[src/rtl/ex_operand_stage.sv]
// EX-stage operand register with MEM/WB forwarding, load-use stall and flush bubbles.
// Produces the ALU operands, store data and registered control for the execute stage.
module ex_operand_stage #(
    parameter int DATA_WIDTH     = 32,
    parameter int OPCODE_LENGTH  = 4,
    parameter int REG_ADDR_WIDTH = 5
) (
    input  logic                      clk,
    input  logic                      reset,
    input  logic                      id_valid,
    input  logic [REG_ADDR_WIDTH-1:0] id_rs1_addr,
    input  logic [REG_ADDR_WIDTH-1:0] id_rs2_addr,
    input  logic [REG_ADDR_WIDTH-1:0] id_rd_addr,
    input  logic [DATA_WIDTH-1:0]     id_rs1_data,
    input  logic [DATA_WIDTH-1:0]     id_rs2_data,
    input  logic [DATA_WIDTH-1:0]     id_imm,
    input  logic                      id_alu_src,
    input  logic [OPCODE_LENGTH-1:0]  id_operation,
    input  logic                      id_reg_write,
    input  logic                      id_mem_read,
    input  logic                      flush,
    input  logic [REG_ADDR_WIDTH-1:0] mem_rd_addr,
    input  logic                      mem_reg_write,
    input  logic [DATA_WIDTH-1:0]     mem_result,
    input  logic [REG_ADDR_WIDTH-1:0] wb_rd_addr,
    input  logic                      wb_reg_write,
    input  logic [DATA_WIDTH-1:0]     wb_result,
    output logic [DATA_WIDTH-1:0]     SrcA,
    output logic [DATA_WIDTH-1:0]     SrcB,
    output logic [OPCODE_LENGTH-1:0]  Operation,
    output logic                      ex_valid,
    output logic                      ex_reg_write,
    output logic                      ex_mem_read,
    output logic [REG_ADDR_WIDTH-1:0] ex_rd_addr,
    output logic [DATA_WIDTH-1:0]     ex_store_data,
    output logic                      stall_id
);

    logic                      r_valid;
    logic [REG_ADDR_WIDTH-1:0] r_rs1_addr;
    logic [REG_ADDR_WIDTH-1:0] r_rs2_addr;
    logic [REG_ADDR_WIDTH-1:0] r_rd_addr;
    logic [DATA_WIDTH-1:0]     r_rs1_data;
    logic [DATA_WIDTH-1:0]     r_rs2_data;
    logic [DATA_WIDTH-1:0]     r_imm;
    logic                      r_alu_src;
    logic [OPCODE_LENGTH-1:0]  r_operation;
    logic                      r_reg_write;
    logic                      r_mem_read;

    logic                      w_load_use;
    logic [DATA_WIDTH-1:0]     w_rs1_fwd;
    logic [DATA_WIDTH-1:0]     w_rs2_fwd;

    // A load in EX cannot supply its data until MEM, so a dependent ID instruction waits one cycle.
    assign w_load_use = r_valid && r_mem_read && (r_rd_addr != '0) && id_valid &&
                        ((id_rs1_addr == r_rd_addr) || (id_rs2_addr == r_rd_addr));
    assign stall_id   = w_load_use && !flush;

    always_ff @(posedge clk) begin
        if (reset || flush || stall_id) begin
            r_valid     <= 1'b0;
            r_rs1_addr  <= '0;
            r_rs2_addr  <= '0;
            r_rd_addr   <= '0;
            r_rs1_data  <= '0;
            r_rs2_data  <= '0;
            r_imm       <= '0;
            r_alu_src   <= 1'b0;
            r_operation <= '0;
            r_reg_write <= 1'b0;
            r_mem_read  <= 1'b0;
        end else begin
            r_valid     <= id_valid;
            r_rs1_addr  <= id_rs1_addr;
            r_rs2_addr  <= id_rs2_addr;
            r_rd_addr   <= id_rd_addr;
            r_rs1_data  <= id_rs1_data;
            r_rs2_data  <= id_rs2_data;
            r_imm       <= id_imm;
            r_alu_src   <= id_alu_src;
            r_operation <= id_operation;
            r_reg_write <= id_reg_write;
            r_mem_read  <= id_mem_read;
        end
    end

    // MEM is younger than WB, so it wins; x0 is never forwarded.
    always_comb begin
        w_rs1_fwd = r_rs1_data;
        if (mem_reg_write && (mem_rd_addr != '0) && (mem_rd_addr == r_rs1_addr))
            w_rs1_fwd = mem_result;
        else if (wb_reg_write && (wb_rd_addr != '0) && (wb_rd_addr == r_rs1_addr))
            w_rs1_fwd = wb_result;
    end

    always_comb begin
        w_rs2_fwd = r_rs2_data;
        if (mem_reg_write && (mem_rd_addr != '0) && (mem_rd_addr == r_rs2_addr))
            w_rs2_fwd = mem_result;
        else if (wb_reg_write && (wb_rd_addr != '0) && (wb_rd_addr == r_rs2_addr))
            w_rs2_fwd = wb_result;
    end

    assign SrcA          = w_rs1_fwd;
    assign SrcB          = r_alu_src ? r_imm : w_rs2_fwd;
    assign ex_store_data = w_rs2_fwd;
    assign Operation     = r_operation;
    assign ex_valid      = r_valid;
    assign ex_reg_write  = r_reg_write;
    assign ex_mem_read   = r_mem_read;
    assign ex_rd_addr    = r_rd_addr;

endmodule

[config.mk]
export PLATFORM = sky130hd
export DESIGN_NAME = ex_operand_stage
export DESIGN_NICKNAME = d
export VERILOG_FILES = /design/src/rtl/ex_operand_stage.sv
export SDC_FILE = /design/constraint.sdc
export NUM_CORES = 1
export LEC_CHECK = 0
export BUFFER_PORTS_ARGS = -buffer_cell sky130_fd_sc_hd__buf_2
export CAP_MARGIN = 10
export CORE_AREA = 5 5 117 119
export DETAILED_ROUTE_END_ITERATION = 7
export DIE_AREA = 0 0 122 124
export PLACE_DENSITY = 0.8
export SYNTH_ARGS = -nofsm -noshare
export SYNTH_HDL_FRONTEND = slang
export SYNTH_SLANG_ARGS = --single-unit
[constraint.sdc]
create_clock -name clk -period 5.1 [get_ports clk]
set_input_delay 0.51 -clock clk [delete_from_list [all_inputs] [get_ports clk]]
set_output_delay 0.51 -clock clk [all_outputs]
set_load 0.1 [all_outputs]
==> results.json, run 1 <==
{
  "grt_first_pass_wirelength_mm": 28.5,
  "route.met3.wl_mm": 1.74,
  "drt_iter0_markers": 264,
  "grt-ovfl-total": 0,
  "row_count": 41,
  "pin_count": 307,
  "ys_ff_latch": 119,
  "power.density_nw_per_um2": 379,
  "worst_pin_slew_ps": 1190,
  "drv_cap": 0,
  "clock_skew_ps": 6.71,
  "start_util_pct": 44.6,
  "nets": 1117,
  "max_freq_mhz": 279,
  "yosysSeqAreaShare_pct": 42.9,
  "cp_data_required_time_ps": 4590,
  "yosysTopAreaCell": "dfxtp_1",
  "grt_setup_unrepaired": "no",
  "p_total_mw": 2.97,
  "grt_pass1_vias": 5720,
  "crit_chain": "buf_2 > or4_1 > o211ai_4 > or2_1 > buf_4 > nor2_1 > o31ai_1 > buf_2",
  "fin_area_um2": 7850,
  "antenna_found_initial": 2,
  "critical_path_class": "in2out",
  "numCtsBuffers": 17,
  "setup.worst_path.start_class": "input port",
  "wl_mm": 18.9,
  "drc_errors": 0,
  "cpPeakStageDelay_ps": 600,
  "netlist_area_um2": 5560,
  "clk-insertion-delay-late_ps": 410,
  "fp.dieW_um": 122,
  "synth_nets": 831,
  "area_growth_pct": 41.3,
  "cts.sinks": 119,
  "hold_buffers": 0,
  "hp-class": "in2reg",
  "ctsResizeCount": 0,
  "die_height_um": 124,
  "clk_pin_slew_worst_paths_ps": 60,
  "ys_types": 31,
  "setup_viol": 0,
  "post_cts_buffers": 0,
  "cp_common_cell": "buf_2",
  "met2_length_mm": 9.80,
  "drt-met1-wl_mm": 6.74,
  "endpoint_kind": "output pin",
  "syn_inst": 633,
  "hold_viol_final": 0,
  "cts_root_buf": "clkbuf_16",
  "ant_nets": 0,
  "relSlewSlack_pct": 20.7,
  "peakVddDrop_mv": 0.225,
  "cts_tree": "done",
  "vias": 5512,
  "synth_top_area_share_pct": 42.9,
  "vias_per_cell": 4.99,
  "placed_area_um2": 7200,
  "htreeDepth": 4,
  "timing.final.crit_share_pct": 70.4,
  "firstDrtPassIters": 4,
  "fin_crit_ps": 3590,
  "fillCellCount": 1098,
  "hpwl_mm": 14.0,
  "slowest_stage": "or4_1",
  "core_um2": 12500,
  "grt_usage_pct": 24.5,
  "highest_layer": "met5",
  "setup_tns_ps": 0,
  "grt_max_degree": 65,
  "cp.arrival_ps": 3080,
  "wl_per_cell_um": 17.1,
  "drive_above_1_share_pct": 40.8,
  "ys_warn_count": 0,
  "finalWeightedCongestion": 0.834,
  "ys_top_cells_by_area": "dfxtp_1, and2_1, mux2_2",
  "die-area_um2": 15100,
  "port-buffer-count": 306,
  "critPathMaxFanout": 17,
  "outcome": "finished, final reports clean",
  "ctsLongestPathBuffers": 2,
  "drv_slew": 0,
  "leakage_nw": 3.75,
  "syn_avg_cell_area_um2": 8.78
}
==> critical path, delay by kind of cell <==
family / cells / cell delay [ps]
simple gates: 3 / 1230
buf+inv: 3 / 960
compound gates: 2 / 380
==> synth_stat cells <==
library cell	number
or2_1	1
nand4b_1	1
nor3_1	32
o31ai_1	2
mux2i_1	32
nand3_1	3
xor2_1	3
nand2_1	5
buf_1	7
o22ai_1	1
a211oi_2	1
buf_2	8
a211o_1	1
o211ai_2	1
or3_1	30
o21a_1	2
clkbuf_1	31
nor2_1	40
dfxtp_1	119
buf_4	3
or4_1	2
a31oi_1	30
o21ai_1	1
a211oi_1	3
inv_1	31
xnor2_1	27
a21oi_1	33
mux2_2	30
o21ai_0	30
and2_1	120
nand4_1	3
==> metal layers <==
metal  up-vias  GRT usage, %
met5         -             0
met4         2          12.5
met3        50          8.13
met2       252          45.0
met1      2501          24.7
li1       2707             -
==> power breakdown <==
group          internal, mW  switching [mW]  total [mW]
clock network         0.887           0.403        1.29
registers             0.969          0.0180       0.987
logic                 0.163           0.534       0.698
total                  2.02           0.956        2.97
==> placed cells by master, fill, tap and decap left out <==
master      netlist  routed
o22ai_1           1       1
clkbuf_16         0      17
a211oi_4          0       2
or2_1             1       1
buf_8             0       1
o21ai_1           1       1
o21ai_0          30      30
a211oi_1          3       2
buf_4             3       9
a31oi_1          30      30
or3_1            30      30
dfxtp_2           0       1
o211ai_4          0       1
clkinvlp_4        0       1
nand4b_1          1       1
nor3_1           32      32
and2_1          120     120
o21a_1            2       2
clkbuf_8          0       2
nor2_1           40      40
a21oi_1          33      33
or4_2             0       1
nand4_1           3       3
nand3_1           3       3
o31ai_1           2       2
mux2i_1          32      32
dfxtp_1         119     118
buf_2             8     306
or4_1             2       1
xnor2_1          27      27
mux2_2           30      30
inv_1            31      31
nand2_1           5       5
diode_2           0       1
a211o_2           0       1
clkbuf_1         31       3
bufinv_16         0       5
xor2_1            3       3
clkinv_2          0       3
==> metrics by stage <==
stage                     hold slack [ps]  worst slack, ps  util [%]  std cells
after floorplan                       632              660         -        633
after global routing                  282             1270      63.0       1104
final                                 298             1510      63.0       1104
after CTS                             279             1460      62.9       1102
after global placement                709             1500      57.7       1071
after detailed placement              712             1470      57.7       1071
==> final cells by class <==
class / count / area [um2] / share of cell area (%)
antenna: 1 / 2.50 / 0.0319
clock buffer: 22 / 464 / 5.91
clock inverter: 9 / 173 / 2.20
sequential: 119 / 2380 / 30.4
multi-input combinational: 434 / 2880 / 36.7
tap: 172 / 215 / 2.74
inverter: 31 / 116 / 1.48
timing repair buffer: 316 / 1610 / 20.6
==> final timing paths <==
kind / from / to / slack [ps] / cells after the start
worst max-delay path: mem_rd_addr[1] / SrcB[9] / 1510 / 8
worst min register to register: ex_valid / r_rs2_addr[0] / 1030 / 4
worst max register to register: ex_rd_addr[4] / r_rs2_data[3] / 3070 / 7
worst min-delay path: id_imm[7] / r_imm[7] / 300 / 2
==> state kept, by name, indices dropped and copies added (netlist names) <==
register / count
r_imm: 32
r_rs1_data: 32
r_rs2_data: 32
ex_rd_addr: 5
r_rs1_addr: 5
r_rs2_addr: 5
Operation: 4
ex_mem_read: 1
ex_reg_write: 1
ex_valid: 1
r_alu_src: 1
==> logic make-up after synthesis <==
group / after synthesis / synth area share (%)
AND/OR/NAND/NOR: 237 / 24.0
multiplexers: 62 / 11.8
flip-flops: 119 / 42.9
buffers and inverters: 80 / 5.79
AO/OA/AOI/OAI: 105 / 10.8
XOR/XNOR: 30 / 4.73
Power figures use the tool's default switching activity.
==> run 2, diff against run 1 <==
CORE_AREA = not set   (was 5 5 117 119)
CORE_ASPECT_RATIO = 1.1   (was not set)
CORE_MARGIN = 5   (was not set)
CORE_UTILIZATION = 45   (was not set)
DIE_AREA = not set   (was 0 0 122 124)
PLACE_DENSITY = 0.81   (was 0.8)
clock period = 3.5 ns   (was 5.1 ns; I/O delays follow)
==> run 2 against run 1 <==
Clock power is 39% higher; worst setup slack worse by 1300 ps; clock-buffer cell count is 4 lower; register-to-register slack worse by 1500 ps; sequential cell count stayed put; global-route usage is 1.4 points higher; critical path type is now reg2out; highest routed layer unchanged; via count is 2.2% higher; sequential share of layout area is 1.0 points lower; critical path depth is 1 lower.
==> results.json, run 2 (synthesis results as in run 1) <==
{
  "outcome": "finished, final reports clean",
  "max_freq_mhz": 302,
  "critical_path_class": "reg2out",
  "dpl_worst_slack_ps": 331,
  "fp.dieW_um": 116,
  "port-buffer-count": 306,
  "relSlewSlack_pct": 37.0,
  "core_um2": 12100,
  "mostFrequentLayoutCell": "buf_2",
  "nets": 1119,
  "p_total_mw": 4.28,
  "vias": 5631,
  "setup_slack_ps": 192,
  "top_regs": "r_imm x32, r_rs1_data x32, r_rs2_data x32",
  "area_growth_pct": 46.2,
  "antenna_found_initial": 1,
  "setup_tns_ps": 0,
  "drc_errors": 0,
  "cts.sinks": 119,
  "critPathMaxFanout": 42,
  "cts_root_buf": "clkbuf_16",
  "htreeDepth": 4,
  "setup.worst_path.start_class": "flop",
  "grt-ovfl-total": 0,
  "hp-class": "in2reg",
  "path_delay_family": "compound AO/OA/AOI/OAI gates",
  "setup_viol": 0,
  "cp.arrival_ps": 2960,
  "post_cts_buffers": 0,
  "final_cell_mix": "buf_2, and2_1, dfxtp_1",
  "hold_viol_final": 0,
  "die_height_um": 127,
  "finalWeightedCongestion": 0.931,
  "row_count": 42,
  "crit_chain": "xor2_1 > a211o_2 > buf_4 > or3_1 > a31oi_2 > mux2_2 > buf_2",
  "die-area_um2": 14700,
  "clk_pin_slew_worst_paths_ps": 60,
  "ctsLongestPathBuffers": 2,
  "holdWs_ps": 133,
  "grt_usage_pct": 25.9,
  "final_util_pct": 67.2,
  "cp_data_required_time_ps": 3150,
  "pin_count": 307,
  "vias_per_cell": 5.18,
  "hold_buffers": 0,
  "antenna_cells": 0,
  "grt_pass1_vias": 5924,
  "firstDrtPassIters": 5,
  "slowest_stage": "a211o_2",
  "drt_iter0_markers": 346,
  "clock_skew_ps": 9.85,
  "ctsResizeCount": 0,
  "worst_pin_slew_ps": 945,
  "grt_setup_unrepaired": "no",
  "drv_cap": 0,
  "wl_per_cell_um": 17.7,
  "power.density_nw_per_um2": 526,
  "grt_max_degree": 74,
  "fillCellCount": 986,
  "endpoint_kind": "output pin",
  "leakage_nw": 3.78,
  "grt_first_pass_wirelength_mm": 29.6,
  "timing.final.crit_share_pct": 94.5,
  "clk-insertion-delay-late_ps": 410,
  "start_util_pct": 46.0,
  "fin_crit_ps": 3310,
  "wl_mm": 19.2,
  "drive_above_1_share_pct": 44.9,
  "drv_slew": 0,
  "peakVddDrop_mv": 0.486,
  "cpPeakStageDelay_ps": 560,
  "ant_nets": 0,
  "cts_tree": "done",
  "hpwl_mm": 14.4,
  "critPathBufInv": 2,
  "numCtsBuffers": 17
}
[run 2: cell count changes in the layout (fill, tap and decap cells not counted), sizes merged]
cell / delta
buf: +2
clkinvlp: +3
clkinv: +4
bufinv: -2
diode: -1
clkbuf: -4
[run 2: worst paths after layout]
path | start | to | slack, ps | depth (start not counted)
worst max-delay path | r_rs2_addr[4] | SrcB[29] | 190 | 7
worst min-delay path | id_rs1_data[21] | r_rs1_data[21] | 130 | 2
worst max register to register | ex_rd_addr[0] | r_rs1_data[7] | 1560 | 5
worst min register to register | ex_valid | ex_rd_addr[1] | 1260 | 5
[run 2: power breakdown]
part	switching (mW)	total [mW]	internal [mW]	leakage, nW
Combinational	0.786	1.04	0.258	2.52
Sequential	0.0279	1.44	1.41	0.978
Clock	0.653	1.79	1.14	0.288
[run 2: metrics by stage]
stage	std cells	instance area (um2)
floorplan	633	5750
finish	1088	8120
global placement	1056	7510
CTS	1088	8120
global route	1088	8120
detailed placement	1056	7510
[run 2: worst reg2reg max path, delay by kind of cell, from the launching register on]
| family | cells | cell delay [ps] |
|---|---|---|
| AOI/OAI and AO/OA | 2 | 430 |
| buffers and inverters | 1 | 510 |
| DFF | 1 | 350 |
| and+or+nand+nor | 2 | 560 |
[run 2: layout make-up]
cell class | instances | area, um2 | share of cell area (%)
multi-input combinational | 434 | 3080 | 37.9
sequential | 119 | 2380 | 29.3
timing repair buffer | 318 | 1730 | 21.3
clock buffer | 18 | 439 | 5.41
tap | 154 | 193 | 2.37
clock inverter | 14 | 178 | 2.19
inverter | 31 | 116 | 1.43
[run 2: layer usage]
metal	track usage, %	part of all wire [%]
met4	13.0	3.8
met3	8.81	9.8
met2	44.6	49
met1	28.0	37
met5	0	0.036
==> run 3, diff against run 2 <==
RECOVER_POWER = 50   (was not set)
==> run 3 against run 2 <==
Core utilization is 0.18 points lower; first-iteration DRC count is 9.5% higher; total power hardly changed; register-to-register slack worse by 580 ps.
==> results.json, run 3 (synthesis results as in run 1) <==
{
  "multi_input_area_um2": 3080,
  "area_growth_pct": 45.8,
  "setup_tns_ps": 0,
  "hold_start": "id_rs1_data[21]",
  "grt_usage_pct": 25.9,
  "hold_viol_final": 0,
  "numCtsBuffers": 17,
  "finalWeightedCongestion": 0.931,
  "post_cts_buffers": 0,
  "cts_tree": "done",
  "crit_cells": 7,
  "critical_path_class": "reg2out",
  "antenna_found_initial": 1,
  "drive_above_1_share_pct": 43.5,
  "whs_path_depth": 2,
  "cpPeakStageDelay_ps": 570,
  "row_count": 42,
  "mostFrequentLayoutCell": "buf_2",
  "drv_slew": 0,
  "path_delay_family": "compound AO/OA/AOI/OAI gates",
  "clk_pin_slew_worst_paths_ps": 60,
  "timing.final.crit_share_pct": 94.5,
  "top_regs": "r_imm x32, r_rs1_data x32, r_rs2_data x32",
  "power.density_nw_per_um2": 528,
  "vias": 5626,
  "outcome": "finished, final reports clean",
  "setup_viol": 0,
  "vias_per_cell": 5.17,
  "fillCellCount": 996,
  "wl_per_cell_um": 17.7,
  "r2r.worst_path.cells": 5,
  "crit_chain": "xor2_1 > a211o_2 > buf_4 > or3_1 > a31oi_2 > mux2_2 > buf_2",
  "grt_max_degree": 74,
  "drc_errors": 0,
  "grt-ovfl-total": 0,
  "grt_pass1_vias": 5924,
  "leakage_nw": 3.70,
  "fin_area_um2": 8100,
  "p_total_mw": 4.28,
  "worst_pin_slew_ps": 1490,
  "relSlewSlack_pct": 0.894,
  "ctsResizeCount": 0,
  "cts_root_buf": "clkbuf_16",
  "cp.arrival_ps": 2960,
  "fin_crit_ps": 3310,
  "fin_cells": 1088,
  "critPathMaxFanout": 42,
  "core_um2": 12100,
  "peakVddDrop_mv": 0.485,
  "cp_data_required_time_ps": 3150,
  "final_cell_mix": "buf_2, dfxtp_1, and2_1",
  "regArea_um2": 2380,
  "setup.worst_path.start_class": "flop",
  "port-buffer-count": 306,
  "endpoint_kind": "output pin",
  "cts.sinks": 119,
  "clock_skew_ps": 8.58,
  "dp_cells": 1056,
  "start_util_pct": 46.0,
  "ctsLongestPathBuffers": 2,
  "critPathBufInv": 2,
  "slowest_stage": "a211o_2",
  "placed_area_um2": 7510,
  "fp.dieW_um": 116,
  "hpwl_mm": 14.4,
  "ant_nets": 0,
  "die_height_um": 127,
  "clk-insertion-delay-late_ps": 410,
  "hp-class": "in2reg",
  "nets": 1119,
  "antenna_cells": 0,
  "grt_setup_unrepaired": "no",
  "pin_count": 307,
  "rr_startpoint": "ex_rd_addr[0]",
  "hold_buffers": 0,
  "drv_cap": 0,
  "firstDrtPassIters": 5,
  "die-area_um2": 14700,
  "grt_first_pass_wirelength_mm": 29.6,
  "wl_mm": 19.3,
  "cp-startpoint": "r_rs2_addr[4]",
  "max_freq_mhz": 302,
  "htreeDepth": 4,
  "drt_iter0_markers": 379
}
[run 3: cell types whose count changed in the layout (fill, tap and decap cells not counted)]
cell,delta
buf_2,-12
and2_0,+33
and2_1,-33
clkbuf_1,+13
clkbuf_2,+1
buf_4,-2
[run 3: per-stage QoR]
step | hold slack, ps | util, % | setup WS [ps]
2_1_floorplan | 472 | - | 35.9
3_3_place_gp | 549 | 62.1 | 367
3_5_place_dp | 551 | 62.1 | 331
4_1_cts | 110 | 67.2 | 180
5_1_grt | 119 | 67.0 | 73.4
6_report | 133 | 67.0 | 191
[run 3: layout make-up]
type	count	share of cell area, %
clock inverter	14	2.19
tap	154	2.38
clock buffer	18	5.42
inverter	31	1.44
multi-input combinational	434	38.0
timing repair buffer	318	21.1
sequential	119	29.4
[run 3: where the power goes]
| part | switching, mW | internal, mW | total, mW |
|---|---|---|---|
| clock | 0.654 | 1.14 | 1.80 |
| sequential | 0.0282 | 1.41 | 1.44 |
| combinational | 0.787 | 0.255 | 1.04 |
| total | 1.47 | 2.81 | 4.28 |
[run 3: per-layer routing]
metal,vias up,GRT usage [%],part of all wire [%]
li1,2709,-,-
met1,2578,28.0,37
met2,289,44.6,50
met3,48,8.81,10
met4,2,13.0,3.4
met5,-,0,0.036
[run 3: path summary, 6_finish.rpt]
kind                          to  slack [ps]
setup / recovery        SrcB[29]         190
hold / removal    r_rs1_data[21]         130
setup reg to reg  r_rs1_data[31]         980
hold reg to reg    ex_rd_addr[0]        1810
